### config.mk
export PLATFORM = sky130hd
export DESIGN_NAME = sr_pulse_driver_flat
export DESIGN_NICKNAME = d
export VERILOG_FILES = /design/src/rtl/sr_pulse_driver_if.sv /design/src/rtl/sr_pulse_driver.sv /design/src/flat_wrapper.sv
export SDC_FILE = /design/constraint.sdc
export NUM_CORES = 1
export LEC_CHECK = 0
export ABC_AREA = 1
export CORE_UTILIZATION = 40
export DETAILED_ROUTE_END_ITERATION = 16
export HOLD_SLACK_MARGIN = 0.1
export PLACE_DENSITY_LB_ADDON = 0.25
export SLEW_MARGIN = 20
export SYNTH_ARGS = -nofsm -noshare
export SYNTH_HDL_FRONTEND = slang
export SYNTH_SLANG_ARGS = --single-unit
### constraint.sdc
create_clock -name clk -period 1.43 [get_ports clk]
set_clock_uncertainty 0.2 [all_clocks]
set_input_delay 0.286 -clock clk [delete_from_list [all_inputs] [get_ports clk]]
set_output_delay 0.286 -clock clk [all_outputs]
set_load 0.02 [all_outputs]
### src/rtl/sr_pulse_driver_if.sv
// rtl/sr_pulse_driver_if.sv - command handshake bundle between control logic and the SR pulse driver
interface sr_pulse_driver_if;
    logic cmd_valid;
    logic cmd_op;
    logic cmd_ready;
    logic cmd_done;
    logic cmd_ok;

    modport master (
        output cmd_valid,
        output cmd_op,
        input  cmd_ready,
        input  cmd_done,
        input  cmd_ok
    );

    modport slave (
        input  cmd_valid,
        input  cmd_op,
        output cmd_ready,
        output cmd_done,
        output cmd_ok
    );
endinterface

### src/rtl/sr_pulse_driver.sv
// rtl/sr_pulse_driver.sv - timed active-low set/reset pulse generator for a NAND SR latch with q feedback check
module sr_pulse_driver #(
    parameter int PULSE_W        = 2,
    parameter int GAP_W          = 2,
    parameter bit SKIP_REDUNDANT = 1'b1
) (
    input  logic               clk,
    input  logic               rst_n,
    sr_pulse_driver_if.slave   cmd,
    output logic               sbar,
    output logic               rbar,
    input  logic               q_fb,
    output logic               q_shadow,
    output logic               err,
    input  logic               err_clr
);
    typedef enum logic [1:0] {IDLE, PULSE, GAP} state_t;

    state_t     state;
    logic [3:0] cnt;
    logic       op_q;
    logic       known;
    logic       q_s1;
    logic       q_s2;
    logic       ready_q;
    logic       done_q;
    logic       ok_q;

    assign cmd.cmd_ready = ready_q;
    assign cmd.cmd_done  = done_q;
    assign cmd.cmd_ok    = ok_q;

    always_ff @(posedge clk or negedge rst_n) begin
        if (!rst_n) begin
            state    <= IDLE;
            cnt      <= 4'd0;
            op_q     <= 1'b0;
            known    <= 1'b0;
            q_shadow <= 1'b0;
            q_s1     <= 1'b0;
            q_s2     <= 1'b0;
            sbar     <= 1'b1;
            rbar     <= 1'b1;
            ready_q  <= 1'b1;
            done_q   <= 1'b0;
            ok_q     <= 1'b0;
            err      <= 1'b0;
        end else begin
            q_s1   <= q_fb;
            q_s2   <= q_s1;
            done_q <= 1'b0;
            ok_q   <= 1'b0;

            // err reacts to the completion strobe itself, so a set always beats a same-cycle clear
            if (done_q && !ok_q) begin
                err <= 1'b1;
            end else if (err_clr) begin
                err <= 1'b0;
            end

            case (state)
                IDLE: begin
                    if (cmd.cmd_valid) begin
                        if (SKIP_REDUNDANT && known && (cmd.cmd_op == q_shadow)) begin
                            done_q <= 1'b1;
                            ok_q   <= (q_s2 == q_shadow);
                        end else begin
                            state   <= PULSE;
                            cnt     <= 4'(PULSE_W - 1);
                            op_q    <= cmd.cmd_op;
                            ready_q <= 1'b0;
                            if (cmd.cmd_op) begin
                                sbar <= 1'b0;
                            end else begin
                                rbar <= 1'b0;
                            end
                        end
                    end
                end
                PULSE: begin
                    if (cnt == 4'd0) begin
                        state <= GAP;
                        cnt   <= 4'(GAP_W - 1);
                        sbar  <= 1'b1;
                        rbar  <= 1'b1;
                    end else begin
                        cnt <= cnt - 4'd1;
                    end
                end
                GAP: begin
                    if (cnt == 4'd0) begin
                        state    <= IDLE;
                        ready_q  <= 1'b1;
                        done_q   <= 1'b1;
                        ok_q     <= (q_s2 == op_q);
                        q_shadow <= op_q;
                        known    <= 1'b1;
                    end else begin
                        cnt <= cnt - 4'd1;
                    end
                end
                default: state <= IDLE;
            endcase
        end
    end
endmodule
### src/flat_wrapper.sv
// flat-port wrapper written by rule: the top's interface ports become plain ports
module sr_pulse_driver_flat 
#(
    parameter int PULSE_W        = 2,
    parameter int GAP_W          = 2,
    parameter bit SKIP_REDUNDANT = 1'b1
)
  (clk, rst_n, sbar, rbar, q_fb, q_shadow, err, err_clr, cmd_cmd_valid, cmd_cmd_op, cmd_cmd_ready, cmd_cmd_done, cmd_cmd_ok);
  sr_pulse_driver_if cmd_i ();
  input  logic clk;
  input  logic rst_n;
  output logic sbar;
  output logic rbar;
  input  logic q_fb;
  output logic q_shadow;
  output logic err;
  input  logic err_clr;
  input wire logic [$bits(cmd_i.cmd_valid)-1:0] cmd_cmd_valid;
  input wire logic [$bits(cmd_i.cmd_op)-1:0] cmd_cmd_op;
  output wire logic [$bits(cmd_i.cmd_ready)-1:0] cmd_cmd_ready;
  output wire logic [$bits(cmd_i.cmd_done)-1:0] cmd_cmd_done;
  output wire logic [$bits(cmd_i.cmd_ok)-1:0] cmd_cmd_ok;
  assign cmd_i.cmd_valid = cmd_cmd_valid;
  assign cmd_i.cmd_op = cmd_cmd_op;
  assign cmd_cmd_ready = cmd_i.cmd_ready;
  assign cmd_cmd_done = cmd_i.cmd_done;
  assign cmd_cmd_ok = cmd_i.cmd_ok;
  sr_pulse_driver #(.PULSE_W(PULSE_W), .GAP_W(GAP_W), .SKIP_REDUNDANT(SKIP_REDUNDANT)) u_core (.clk(clk), .rst_n(rst_n), .cmd(cmd_i), .sbar(sbar), .rbar(rbar), .q_fb(q_fb), .q_shadow(q_shadow), .err(err), .err_clr(err_clr));
endmodule
# After elaboration in Yosys (flattened, before gate mapping)
# Cells that the tools add are included.
[totals]
word_cells = 75
regBits = 17
rom_bits = 0
output_inout_bits = 7
latch_bits = 0
mem_bits_rw = 0
inputBits = 6
mem_count = 0
[op_classes]
n_mul = 0
n_reduce_logical = 16
add_sub_neg = 1
shift = 0
bitwise_logic = 1
magnitude_cmp = 0
div = 0
eq_ne = 12
n_mux = 32
[ops]
columns = ["cell", "n"]
rows = [
  ["1-bit 2-to-1 mux", 17],
  ["4-bit 2-to-1 mux", 4],
  ["4-bit one-hot mux with 3 select lines", 1],
  ["4-bit AND reduction", 3],
  ["2-bit inequality test, second input constant", 5],
  ["1-bit one-hot mux with 2 select lines", 5],
  ["5-bit AND reduction", 2],
  ["2-bit 2-to-1 mux", 4],
  ["2-bit one-hot mux with 3 select lines", 1],
  ["2-bit nonzero test", 3],
  ["4-bit zero test", 1],
  ["2-bit by 1-bit inequality test with 1-bit output, second input constant", 2],
  ["4-bit by 1-bit subtractor with 4-bit output, second input constant", 1],
  ["1-bit equality test", 3],
  ["3-bit AND reduction", 1],
  ["3-bit nonzero test", 1],
  ["2-bit by 1-bit equality test with 1-bit output, second input constant", 1],
  ["2-bit equality test, second input constant", 1],
  ["1-bit logical AND", 2],
  ["2-bit zero test", 1],
  ["2-bit AND reduction", 1],
  ["1-bit zero test", 1],
  ["1-bit NOT", 1],
]

# Logic depth before layout (Yosys ltp)
# Gate-level depths: netlist of run 1.
[depth]
ltp_word = 5
ltp_mapped = 10
mapped_depth_nobuf = 9

# Worst setup path before layout of run 1
# OpenSTA, ideal clock, no wires.
[synth_timing]
path_kind = "flip-flop to flip-flop"
from = "register u_core.state[0]"
to = "register u_core.state[0]"
path_stages_with_launch = 8
n_path_buf = 1
required_ns = 1.113
setup_ns = 0.117
slack_ns = -0.115
period_less_slack_ns = 1.545
arrival_time_ns = 1.228
path_cell_list = "dfrtp_1 -> inv_1 -> ha_1 -> clkbuf_2 -> o21ai_0 -> nand2_1 -> nand2_1 -> nand2_1"
[synth_via]
elab_chain_len = 3
elab_cells_between_ends = 9
classes_between = "eq/ne (6); mux (1); reduce/logical (2)"
[synth_lines]
columns = ["item", "line_no", "rtl"]
rows = [
  ["start, declared", "sr_pulse_driver.sv:19", "state_t state;"],
  ["start signal, assigned", "sr_pulse_driver.sv:35", "state <= IDLE;"],
  ["start signal, assigned", "sr_pulse_driver.sv:68", "state <= PULSE;"],
  ["start signal, assigned", "sr_pulse_driver.sv:82", "state <= GAP;"],
  ["2-bit equality test, or another cell as far along", "sr_pulse_driver.sv:61", "case (state)"],
  ["2-bit by 1-bit inequality test with 1-bit output (no line) / 2-bit inequality test (equally long branches)", "-", ""],
  ["4-bit AND reduction (no line)", "-", ""],
]
# Several ways; a longest one is shown, not always the timed one.
# A chain may end at the register's enable or synchronous reset.

# Worst setup path after layout of run 1
[layout_timing]
from = "register u_core.cnt[0]"
to = "register u_core.known"
[layout_via]
elab_chain_len = 2
[layout_lines]
columns = ["item", "line_no", "rtl"]
rows = [
  ["start, declared", "sr_pulse_driver.sv:20", "logic [3:0] cnt;"],
  ["start signal, assigned", "sr_pulse_driver.sv:69", "cnt <= 4'(PULSE_W - 1);"],
  ["start signal, assigned", "sr_pulse_driver.sv:83", "cnt <= 4'(GAP_W - 1);"],
  ["start signal, assigned", "sr_pulse_driver.sv:87", "cnt <= cnt - 4'd1;"],
  ["4-bit zero test", "sr_pulse_driver.sv:91", "if (cnt == 4'd0) begin"],
  ["2-bit AND reduction (no line)", "-", ""],
  ["end signal, assigned", "sr_pulse_driver.sv:38", "known <= 1'b0;"],
  ["end signal, assigned", "sr_pulse_driver.sv:97", "known <= 1'b1;"],
  ["end, declared", "sr_pulse_driver.sv:22", "logic known;"],
]
# Every way passes these cells.

==> metrics.json, run 1 <==
{
  "yosys": {
    "synth.yosys.seq_area_share": 0.428,
    "syn-num-nets": 135,
    "syn-mean-instance-area_um2": 8.16,
    "register_bit_total_from_synthesis": 17,
    "synthCells": 123,
    "netlist_area_um2": 1000,
    "ys_warn_count": 0,
    "post_synth_num_cell_types": 25
  },
  "setup_path": {
    "crit_path_to": "u_core.known",
    "worst-path-max-fanout": 6,
    "critical-path-slowest-cell": "sky130_fd_sc_hd__dfrtp_1",
    "cp-end-kind": "register",
    "worst_ep_arrival_time_ps": 1570,
    "critPathKind": "reg2reg",
    "cp.depth": 8,
    "regToRegEndpoint": "u_core.known",
    "worst_path_dominant_cell_family": "buffers and inverters",
    "critical-path-top-cell-by-count": "sky130_fd_sc_hd__buf_4",
    "regToRegStartpoint": "u_core.cnt[0]",
    "worstSetupStartpoint": "u_core.cnt[0]",
    "cp_slowest_stage_delay_ps": 410,
    "reg2reg_setup_slack_ps": -90,
    "critical_path.startpoint_type": "register",
    "crit_chain": "inv_2, ha_4, nand3_4, inv_4, nand2_8, buf_4, buf_4, nand2_1",
    "reg2reg_path_depth": 8,
    "critical_path_buf_inv_count": 4,
    "worstPathRequired_ps": 1470
  },
  "global_routing": {
    "grt_first_pass_wirelength_um": 3730,
    "grtUsageMet3": 0.0351,
    "grt.met2_usage": 0.314,
    "global_route.usage.total": 0.189,
    "grt_max_degree": 18,
    "globalRouteOverflowTotal": 0,
    "number_of_antenna_violations_at_the_first_check_in_global_routing": 0,
    "first_global_vias": 869,
    "grt_busiest_layer": "met2",
    "grt_util_met1": 0.235
  },
  "layout": {
    "design_area_um2": 1470,
    "final_layout_size_suffix_gt1_frac": 0.444,
    "layout_commonest_cell": "sky130_fd_sc_hd__nand2_1",
    "antennaDiodeCount": 0,
    "finish.net_count": 173,
    "largest_register_ffs": 4,
    "layout_top_registers": "u_core.cnt (4), u_core.state (2)",
    "fin_cells": 188,
    "commonest_cells_after_routing_fill_and_taps_aside": "38 x sky130_fd_sc_hd__nand2_1, 21 x sky130_fd_sc_hd__buf_4, 14 x sky130_fd_sc_hd__dfrtp_1",
    "syn2layout_area_growth_pct": 46.5,
    "largest_register": "u_core.cnt",
    "nFillCells": 181
  },
  "drt": {
    "remaining_antenna_violation_count": 0,
    "drt_pre_antenna_iters": 4,
    "remaining_drc_errors": 0,
    "avgViaCountPerCell": 4.79,
    "routed_wl_um": 2130,
    "routed_wire_length_per_instance_um": 11.3,
    "first_iter_violations": 16,
    "detailroute.via_count": 901
  },
  "floorplanning": {
    "floorplan.initialDensity": 0.437,
    "die_width_um": 52.1,
    "placement_rows": 17,
    "fp.coreArea_um2": 2300,
    "die-area_um2": 2710,
    "die_h_um": 52.1,
    "io_pins": 13
  },
  "cts": {
    "cts_num_sinks": 17,
    "cts.clk_slew.worst_paths_ps": 100,
    "cts_buffers": 3,
    "cts_max_level": 1,
    "clock_tree_from_tritoncts": "yes",
    "clock_latency_reported_for_the_late_side_of_the_worst_skew_pair_ps": 290,
    "cts-hold-fix-buffers": 0,
    "cts_max_path_buffers": 2,
    "cts.root.buffer_cell": "sky130_fd_sc_hd__clkbuf_4"
  },
  "sta": {
    "final-setup-viol-count": 12,
    "finalHoldWorstSlack_ps": 108,
    "worst-slew-pin-transition_ps": 214,
    "finalHoldViolCount": 0,
    "final_critical_path_setup_slack_ps": -93.5,
    "achievable-frequency_mhz": 656,
    "fin_crit_sh": 1.07,
    "slew_headroom": 0.857,
    "grt_setup_unrepaired": "true",
    "timing.setup.tns_ps": -590,
    "layout_min_cycle_time_ps": 1520,
    "slew_viol_final": 0
  },
  "pwr": {
    "vdd.ir_drop.worst_mv": 1.34,
    "p_leak_nw": 0.733,
    "pwr_density_cell_nw_per_um2": 2430
  },
  "placement": {
    "dp_hpwl_um": 1470,
    "placement_stage_worst_setup_slack_ps": -277,
    "post-place-cells": 179,
    "total_of_buffers_placed_on_input_and_output_ports": 12,
    "postPlaceCellArea_um2": 1290,
    "routabilityCongestion": 0.860
  },
  "outcome": {
    "status": "finished with violations",
    "failed_checks": "negative setup slack"
  },
  "run": {
    "maxCapViolations": 0
  },
  "min_path": {
    "hold_class": "in2async"
  }
}
[synthesized netlist by cell type (all sizes together)]
library cell / instances / area (um^2)
xor2: 2 / 17.5
dfrtp: 14 / 350
buf: 2 / 16.3
nand4: 4 / 40.0
o21ai: 4 / 20.0
nor2: 10 / 40.0
ha: 6 / 75.1
clkbuf: 1 / 5.00
o22ai: 2 / 12.5
nand2: 42 / 168
a21oi: 5 / 28.8
inv: 17 / 66.3
nand3: 11 / 85.1
dfstp: 3 / 78.8
[power breakdown]
part           total [mW]  switching (mW)  leakage [nW]  internal (mW)
combinational        2.50            1.33         0.513           1.17
clock               0.260           0.152        0.0150          0.109
sequential          0.812           0.131         0.205          0.680
[layout make-up]
cell class | instances | area (um^2) | area share
clock buffer | 4 | 26.3 | 0.0179
inverter | 17 | 66.3 | 0.0451
multi-input combinational | 86 | 618 | 0.420
sequential | 17 | 429 | 0.292
tap | 28 | 35.0 | 0.0238
timing repair buffer | 36 | 295 | 0.201
[cells by family (layout without fill, tap and decap cells)]
kind of cell    after synthesis  count (layout)  share of synthesized area
simple gates                 67              67                      0.332
xor+xnor                      2               2                     0.0175
compound gates               11              11                     0.0611
flops                        17              17                      0.428
buf+inv                      20              57                     0.0873
fa+ha+maj                     6               6                     0.0748
[metal layers]
| layer | wire length [um] | vias up |
|---|---|---|
| met4 | 29 | 0 |
| met5 | 0 | - |
| met2 | 1060 | 14 |
| met1 | 965 | 420 |
| li1 | - | 463 |
| met3 | 72 | 4 |
[worst min path at each step]
stage | start | end | slack (ps) | cells past startpoint
2_1_floorplan | rst_n | u_core.cmd.cmd_done | -210 | 0
3_5_place_dp | u_core.q_s1 | u_core.q_s2 | 140 | 0
4_1_cts | rst_n | u_core.err | 120 | 2
5_1_grt | rst_n | u_core.q_shadow | 130 | 2
3_3_place_gp | u_core.q_s1 | u_core.q_s2 | 140 | 0
6_report | rst_n | u_core.q_shadow | 110 | 2
[per-stage QoR]
step / total power, mW / utilization
final: 3.57 / 0.640
after global routing: 3.92 / 0.640
after CTS: 3.37 / 0.619
after detailed placement: 2.81 / 0.561
after global placement: 2.78 / 0.561
after floorplan: 2.12 / -
[what timing repair did]
item / in CTS / in global routing
endpoints found under the hold margin: 0 / 0
pin swaps: 11 / 9
setup endpoints to repair: 21 / 20
buffers inserted: 2 / 3
gates resized for setup: 52 / 13
Note: power is estimated with default switching activity, not from simulation.
==> run 2, diff against run 1 <==
CELL_PAD_IN_SITES_DETAIL_PLACEMENT = 0   (was unset)
CELL_PAD_IN_SITES_GLOBAL_PLACEMENT = 1   (was unset)
CORE_ASPECT_RATIO = 0.5   (was unset)
CORE_UTILIZATION = 36   (was 40)
==> run 2 against run 1 <==
  * The flow still finishes with violations (negative setup slack)
  * Sequential power up 5.3%
  * Clock power increased by 38%
  * Sequential share of layout area decreased by 1.7 points
  * Register-to-register slack lost 30 ps
  * Worst hold slack improved by 53 ps
  * Count of clock-buffer cells in the layout unchanged
  * Flip-flop and latch count is the same
==> metrics.json, run 2 (synthesis results as in run 1) <==
{
  "pwr": {
    "p_leak": {"value": 0.764, "unit": "nW", "change": "+4.1%"},
    "pwr-share-clk": {"value": 0.093, "change": "+0.020"},
    "power.sequential.fraction": {"value": 0.221, "change": "-0.006"},
    "pwr_density_cell": {"value": 2470, "unit": "nW/um^2", "change": "+1.5%"},
    "sw_frac_of_total": {"value": 0.440, "change": "-0.0118"},
    "vdd.ir_drop.worst": {"value": 0.860, "unit": "mV", "change": "-36%"},
    "design_power_total": {"value": 3.88, "unit": "mW", "change": "+8.5%"},
    "comb_power_share": {"value": 0.687, "change": "-0.013"},
    "internal-power": {"value": 2.17, "unit": "mW", "change": "+11%"},
    "power.switching": {"value": 1.71, "unit": "mW", "change": "+5.6%"}
  },
  "floorplanning": {
    "placement_rows": {"value": 13, "change": "-4"},
    "fp.coreArea": {"value": 2620, "unit": "um^2", "change": "+14%"},
    "io_pins": {"value": 13, "change": "unchanged"},
    "floorplan.initialDensity": {"value": 0.383, "change": "-0.0536"},
    "die_width": {"value": 76.7, "unit": "um", "change": "+47%"},
    "die_h": {"value": 39.3, "unit": "um", "change": "-24%"},
    "die-area": {"value": 3020, "unit": "um^2", "change": "+11%"}
  },
  "setup_path": {
    "regToRegEndpoint": "u_core.cnt[3]",
    "regToRegStartpoint": "u_core.state[0]",
    "worst-path-max-fanout": {"value": 6, "change": "unchanged"},
    "reg2reg_path_depth": {"value": 9, "change": "+1"},
    "worstPathRequired": {"value": 1380, "unit": "ps", "change": "-90 ps"},
    "worst_ep_arrival_time": {"value": 1500, "unit": "ps", "change": "-70 ps"},
    "critical_path.startpoint_type": "register",
    "reg2reg_setup_slack": {"value": -120, "unit": "ps", "change": "-30 ps"},
    "cp-end-kind": "register",
    "critPathKind": "reg2reg"
  },
  "layout": {
    "antennaDiodeCount": {"value": 0, "change": "unchanged"},
    "syn2layout_area_growth_pct": 56.6,
    "final_layout_size_suffix_gt1_frac": {"value": 0.482, "change": "+0.0380"},
    "nFillCells": {"value": 229, "change": "+27%"},
    "commonest_cells_after_routing_fill_and_taps_aside": "36 x sky130_fd_sc_hd__nand2_1, 22 x sky130_fd_sc_hd__buf_4, 12 x sky130_fd_sc_hd__dfrtp_1",
    "largest_register": "u_core.cnt",
    "finish.net_count": {"value": 177, "change": "+2.3%"},
    "largest_register_ffs": {"value": 4, "change": "unchanged"},
    "layout_commonest_cell": "sky130_fd_sc_hd__nand2_1",
    "layout_top_registers": "u_core.cnt (4), u_core.state (2)"
  },
  "outcome": {
    "failed_checks": "negative setup slack",
    "status": "finished with violations"
  },
  "global_routing": {
    "globalRouteOverflowTotal": {"value": 0, "change": "unchanged"},
    "grt_first_pass_wirelength": {"value": 3780, "unit": "um", "change": "+1.5%"},
    "grt_max_degree": {"value": 18, "change": "unchanged"},
    "first_global_vias": {"value": 831, "change": "-4.4%"},
    "number_of_antenna_violations_at_the_first_check_in_global_routing": {"value": 0, "change": "unchanged"},
    "global_route.usage.total": {"value": 0.172, "change": "-0.0165"}
  },
  "drt": {
    "first_iter_violations": {"value": 27, "change": "+11"},
    "drt_pre_antenna_iters": {"value": 4, "change": "unchanged"},
    "remaining_antenna_violation_count": {"value": 0, "change": "unchanged"},
    "routed_wl": {"value": 2310, "unit": "um", "change": "+8.2%"},
    "detailroute.via_count": {"value": 906, "change": "+0.55%"},
    "avgViaCountPerCell": {"value": 4.51, "change": "-5.9%"},
    "routed_wire_length_per_instance": {"value": 11.5, "unit": "um", "change": "+1.2%"},
    "remaining_drc_errors": {"value": 0, "change": "unchanged"}
  },
  "sta": {
    "fin_crit_sh": {"value": 1.09, "change": "+0.0199"},
    "grt_setup_unrepaired": "true",
    "finalHoldWorstSlack": {"value": 160, "unit": "ps", "change": "+52.6 ps"},
    "final_critical_path_setup_slack": {"value": -122, "unit": "ps", "change": "-28.4 ps"},
    "finalHoldViolCount": {"value": 0, "change": "unchanged"},
    "timing.setup.tns": {"value": -608, "unit": "ps", "change": "-17.8 ps"},
    "slew_headroom": {"value": 0.864, "change": "+0.00635"},
    "final-setup-viol-count": {"value": 8, "change": "-4"},
    "slew_viol_final": {"value": 0, "change": "unchanged"},
    "worst-slew-pin-transition": {"value": 204, "unit": "ps", "change": "-9.52 ps"},
    "layout_min_cycle_time": {"value": 1550, "unit": "ps", "change": "+28.4 ps"},
    "achievable-frequency": {"value": 644, "unit": "MHz", "change": "-1.8%"}
  },
  "cts": {
    "clock_tree_from_tritoncts": "yes",
    "cts_num_sinks": {"value": 17, "change": "unchanged"},
    "cts.clk_slew.worst_paths": {"value": 70, "unit": "ps", "change": "-30 ps"},
    "clock_latency_reported_for_the_late_side_of_the_worst_skew_pair": {"value": 250, "unit": "ps", "change": "-40 ps"},
    "cts.root.buffer_cell": "sky130_fd_sc_hd__clkbuf_8",
    "cts_max_level": {"value": 1, "change": "unchanged"},
    "cts_max_path_buffers": {"value": 2, "change": "unchanged"},
    "cts_buffers": {"value": 3, "change": "unchanged"}
  },
  "placement": {
    "total_of_buffers_placed_on_input_and_output_ports": {"value": 12, "change": "unchanged"},
    "dp_hpwl": {"value": 1550, "unit": "um", "change": "+5.8%"},
    "routabilityCongestion": {"value": 0.713, "change": "-17%"},
    "placement_stage_worst_setup_slack": {"value": -316, "unit": "ps", "change": "-38.4 ps"}
  },
  "run": {
    "maxCapViolations": {"value": 0, "change": "unchanged"}
  },
  "min_path": {
    "hold_class": "in2async"
  }
}
[run 2: timing repair]
item                                    CTS  global route
endpoints found under the setup margin   21            20
hold endpoints to repair                  0             0
setup buffers                             4             2
hold buffers                              0             0
gates resized for setup                  49            21
pin swaps                                17             9
[run 2: cell type report]
class / instances / area, um^2 / share of cell area
Clock buffer: 4 / 45.0 / 0.0287
Multi-Input combinational cell: 86 / 623 / 0.396
Tap cell: 37 / 46.3 / 0.0295
Inverter: 17 / 73.8 / 0.0470
Sequential cell: 17 / 432 / 0.275
Timing Repair Buffer: 40 / 352 / 0.224
[run 2: worst max-delay path by stage]
stage	startpoint	end	slack (ps)	cells past startpoint
after CTS	u_core.state[1]	u_core.cnt[1]	-100	7
after detailed placement	cmd_cmd_op	u_core.cnt[1]	-320	8
after global routing	u_core.state[0]	u_core.cnt[3]	-200	9
final	u_core.state[0]	u_core.cnt[3]	-120	9
after global placement	cmd_cmd_op	u_core.state[1]	-260	8
after floorplan	u_core.state[0]	u_core.cnt[2]	-50	9
[run 2: power groups by stage]
stage / registers (mW) / clock network [mW] / logic, mW
after floorplan: 0.902 / 0 / 1.22
after global placement: 0.823 / 0 / 2.03
after detailed placement: 0.823 / 0 / 2.06
after CTS: 0.833 / 0.370 / 2.48
after global routing: 0.887 / 0.393 / 2.94
final: 0.855 / 0.360 / 2.66
[run 2: critical path, cell delays in order, from the launching register on]
cell,delay [ps]
sky130_fd_sc_hd__dfrtp_2,460
sky130_fd_sc_hd__inv_4,90
sky130_fd_sc_hd__ha_4,200
sky130_fd_sc_hd__inv_2,60
sky130_fd_sc_hd__nor2_4,100
sky130_fd_sc_hd__nor2_2,50
sky130_fd_sc_hd__nand3_4,120
sky130_fd_sc_hd__inv_4,50
sky130_fd_sc_hd__nand2_1,60
sky130_fd_sc_hd__nand2_1,50
[run 2: metal layers]
| metal | up-vias | global-route usage | wire length, um |
|---|---|---|---|
| met5 | - | 0 | 0 |
| met4 | 0 | 0.0817 | 17 |
| met3 | 2 | 0.0488 | 85 |
| met2 | 15 | 0.288 | 1100 |
| met1 | 415 | 0.212 | 1100 |
| li1 | 474 | - | - |
[run 2: per-stage QoR]
step | area [um^2] | std cells | util
after floorplan | 1010 | 123 | -
after global placement | 1340 | 191 | 0.510
after detailed placement | 1340 | 191 | 0.510
after CTS | 1530 | 199 | 0.585
after global routing | 1570 | 201 | 0.600
final | 1570 | 201 | 0.600
==> run 3, diff against run 2 <==
CORE_ASPECT_RATIO = unset   (was 0.5)
==> run 3 against run 2 <==
  * The flow still finishes with violations (negative setup slack)
  * Combinational power fell by 8.3%
  * Worst setup slack better by 36 ps
  * Critical endpoint is now u_core.cnt[0]
  * Total power decreased by 9.3%
  * Final area is 6.9% lower
  * Via count shrank 2.3%
  * Global-route usage shrank 0.44 points
  * Worst hold slack worse by 53 ps
  * Critical path type unchanged
  * Die area fell by 0.42%
  * Register-to-register slack better by 40 ps
  * Utilization decreased by 2.5 points
==> metrics.json, run 3 (synthesis results as in run 1) <==
{
  "sta": {
    "final_critical_path_setup_slack": {"value": -85.8, "unit": "ps", "change": "+36.1 ps"},
    "layout_min_cycle_time": {"value": 1520, "unit": "ps", "change": "-36.1 ps"},
    "slew_headroom": {"value": 0.875, "change": "+0.0110"},
    "slew_viol_final": {"value": 0, "change": "unchanged"},
    "achievable-frequency": {"value": 660, "unit": "MHz", "change": "+2.4%"},
    "final-setup-viol-count": {"value": 12, "change": "+4"},
    "worst-slew-pin-transition": {"value": 188, "unit": "ps", "change": "-16.5 ps"},
    "fin_crit_sh": {"value": 1.06, "change": "-0.0253"},
    "finalHoldViolCount": {"value": 0, "change": "unchanged"},
    "grt_setup_unrepaired": "true"
  },
  "drt": {
    "avgViaCountPerCell": {"value": 4.66, "change": "+3.3%"},
    "detail_route.wirelength.met1": {"value": 992, "unit": "um", "change": "-9.7%"},
    "routed_wire_length_per_instance": {"value": 11.5, "unit": "um", "change": "+0.33%"},
    "remaining_antenna_violation_count": {"value": 0, "change": "unchanged"},
    "first_iter_violations": {"value": 11, "change": "-59%"},
    "dr_wl_met2": {"value": 1050, "unit": "um", "change": "-4.7%"},
    "topRoutingLayerUsed": "met4",
    "remaining_drc_errors": {"value": 0, "change": "unchanged"},
    "detailroute.via_count": {"value": 885, "change": "-2.3%"},
    "routed_wl": {"value": 2190, "unit": "um", "change": "-5.2%"},
    "drt_pre_antenna_iters": {"value": 4, "change": "unchanged"},
    "met3RoutedLength": {"value": 104, "unit": "um", "change": "+22%"}
  },
  "layout": {
    "finish.net_count": {"value": 173, "change": "-2.3%"},
    "largest_register_ffs": {"value": 4, "change": "unchanged"},
    "final_layout_size_suffix_gt1_frac": {"value": 0.438, "change": "-0.0442"},
    "commonest_cells_after_routing_fill_and_taps_aside": "38 x sky130_fd_sc_hd__nand2_1, 20 x sky130_fd_sc_hd__buf_4, 14 x sky130_fd_sc_hd__dfrtp_1",
    "design_area": {"value": 1460, "unit": "um^2", "change": "-6.9%"},
    "largest_register": "u_core.cnt",
    "layout_top_registers": "u_core.cnt (4), u_core.state (2)",
    "antennaDiodeCount": {"value": 0, "change": "unchanged"},
    "layout_commonest_cell": "sky130_fd_sc_hd__nand2_1",
    "syn2layout_area_growth_pct": 45.8
  },
  "setup_path": {
    "crit_chain": "inv_2, ha_4, inv_4, nor2_4, nor2_4, nand3_4, inv_2, nand2_1, nand2_1",
    "cp-end-kind": "register",
    "worst-path-max-fanout": {"value": 6, "change": "unchanged"},
    "worstPathRequired": {"value": 1430, "unit": "ps", "change": "+50 ps"},
    "worst_path_dominant_cell_family": "flip-flops",
    "critical-path-slowest-cell": "sky130_fd_sc_hd__dfrtp_1",
    "critical_path.startpoint_type": "register",
    "critPathKind": "reg2reg",
    "worst_ep_arrival_time": {"value": 1510, "unit": "ps", "change": "about the same"},
    "critical_path_buf_inv_count": {"value": 3, "change": "unchanged"},
    "cp_slowest_stage_delay": {"value": 410, "unit": "ps", "change": "-50 ps"}
  },
  "global_routing": {
    "grt_first_pass_wirelength": {"value": 3430, "unit": "um", "change": "-9.3%"},
    "global_route.usage.total": {"value": 0.168, "change": "-0.00437"},
    "number_of_antenna_violations_at_the_first_check_in_global_routing": {"value": 0, "change": "unchanged"},
    "grt_max_degree": {"value": 18, "change": "unchanged"},
    "first_global_vias": {"value": 814, "change": "-2.0%"},
    "globalRouteOverflowTotal": {"value": 0, "change": "unchanged"}
  },
  "run": {
    "maxCapViolations": {"value": 0, "change": "unchanged"}
  },
  "placement": {
    "dp_hpwl": {"value": 1520, "unit": "um", "change": "-1.6%"},
    "total_of_buffers_placed_on_input_and_output_ports": {"value": 12, "change": "unchanged"},
    "postPlaceCellArea": {"value": 1270, "unit": "um^2", "change": "-4.6%"},
    "routabilityCongestion": {"value": 0.788, "change": "+11%"}
  },
  "cts": {
    "clock_latency_reported_for_the_late_side_of_the_worst_skew_pair": {"value": 300, "unit": "ps", "change": "+50 ps"},
    "clock_tree_from_tritoncts": "yes",
    "cts.clk_slew.worst_paths": {"value": 110, "unit": "ps", "change": "+40 ps"},
    "cts.root.buffer_cell": "sky130_fd_sc_hd__clkbuf_4",
    "cts_max_path_buffers": {"value": 2, "change": "unchanged"},
    "cts-hold-fix-buffers": {"value": 0, "change": "unchanged"},
    "cts_max_level": {"value": 1, "change": "unchanged"},
    "cts_num_sinks": {"value": 17, "change": "unchanged"},
    "cts_buffers": {"value": 3, "change": "unchanged"}
  },
  "floorplanning": {
    "io_pins": {"value": 13, "change": "unchanged"},
    "fp.coreArea": {"value": 2540, "unit": "um^2", "change": "-2.8%"},
    "die_h": {"value": 54.8, "unit": "um", "change": "+39%"},
    "die_width": {"value": 54.8, "unit": "um", "change": "-29%"},
    "floorplan.initialDensity": {"value": 0.394, "change": "+0.0111"},
    "placement_rows": {"value": 18, "change": "+5"},
    "die-area": {"value": 3000, "unit": "um^2", "change": "-0.42%"}
  },
  "pwr": {
    "pwr_density_cell": {"value": 2400, "unit": "nW/um^2", "change": "-2.5%"},
    "design_power_total": {"value": 3.52, "unit": "mW", "change": "-9.3%"},
    "p_leak": {"value": 0.739, "unit": "nW", "change": "-3.2%"},
    "vdd.ir_drop.worst": {"value": 1.29, "unit": "mV", "change": "+50%"}
  },
  "outcome": {
    "failed_checks": "negative setup slack",
    "status": "finished with violations"
  },
  "min_path": {
    "hold_class": "in2async"
  }
}
[run 3: final timing paths]
kind | from | end | slack, ps | cells after the start
worst max-delay path | u_core.state[1] | u_core.cnt[0] | -90 | 9
worst min-delay path | rst_n | u_core.state[1] | 110 | 2
worst max register to register | u_core.state[1] | u_core.cnt[0] | -90 | 9
worst min register to register | u_core.q_s1 | u_core.q_s2 | 160 | 0
max in group asynchronous | rst_n | u_core.cmd.cmd_ready | 720 | 2
min in group clk | u_core.q_s1 | u_core.q_s2 | 160 | 0
[run 3: power breakdown]
group | internal, mW | switching, mW
combinational | 1.15 | 1.28
clock | 0.106 | 0.168
sequential | 0.680 | 0.124
total | 1.94 | 1.58
[run 3: layer usage]
| metal | GRT usage | vias to the layer above |
|---|---|---|
| met3 | 0.0333 | 4 |
| met5 | 0 | - |
| met2 | 0.283 | 17 |
| met1 | 0.197 | 396 |
| li1 | - | 468 |
| met4 | 0.0897 | 0 |
[run 3: cell type report]
| cell class | count | area, um^2 |
|---|---|---|
| well taps | 30 | 37.5 |
| flip-flops and latches | 17 | 429 |
| multi-input cells | 86 | 589 |
| fillers | 229 | 1080 |
| repair buffers | 36 | 308 |
| inverters | 17 | 68.8 |
| clock buffers | 3 | 22.5 |
| clock inverters | 1 | 7.51 |
[run 3: per-stage QoR]
step	utilization	TNS, ps	hold slack (ps)	worst slack (ps)	cells
after floorplan	-	-189	-210	-53.3	123
after global placement	0.500	-2980	134	-256	177
after detailed placement	0.500	-3430	138	-307	177
after CTS	0.553	-379	101	-55.1	185
after global routing	0.575	-1440	111	-173	190
final	0.575	-446	108	-85.8	190
[run 3: repair_timing]
| action | CTS | global route |
|---|---|---|
| resized for setup | 55 | 7 |
| setup endpoints to repair | 20 | 15 |
| endpoints found under the hold margin | 0 | 0 |
| pin swaps | 8 | 10 |
| setup buffers | 4 | 5 |
| cloned | 0 | 0 |
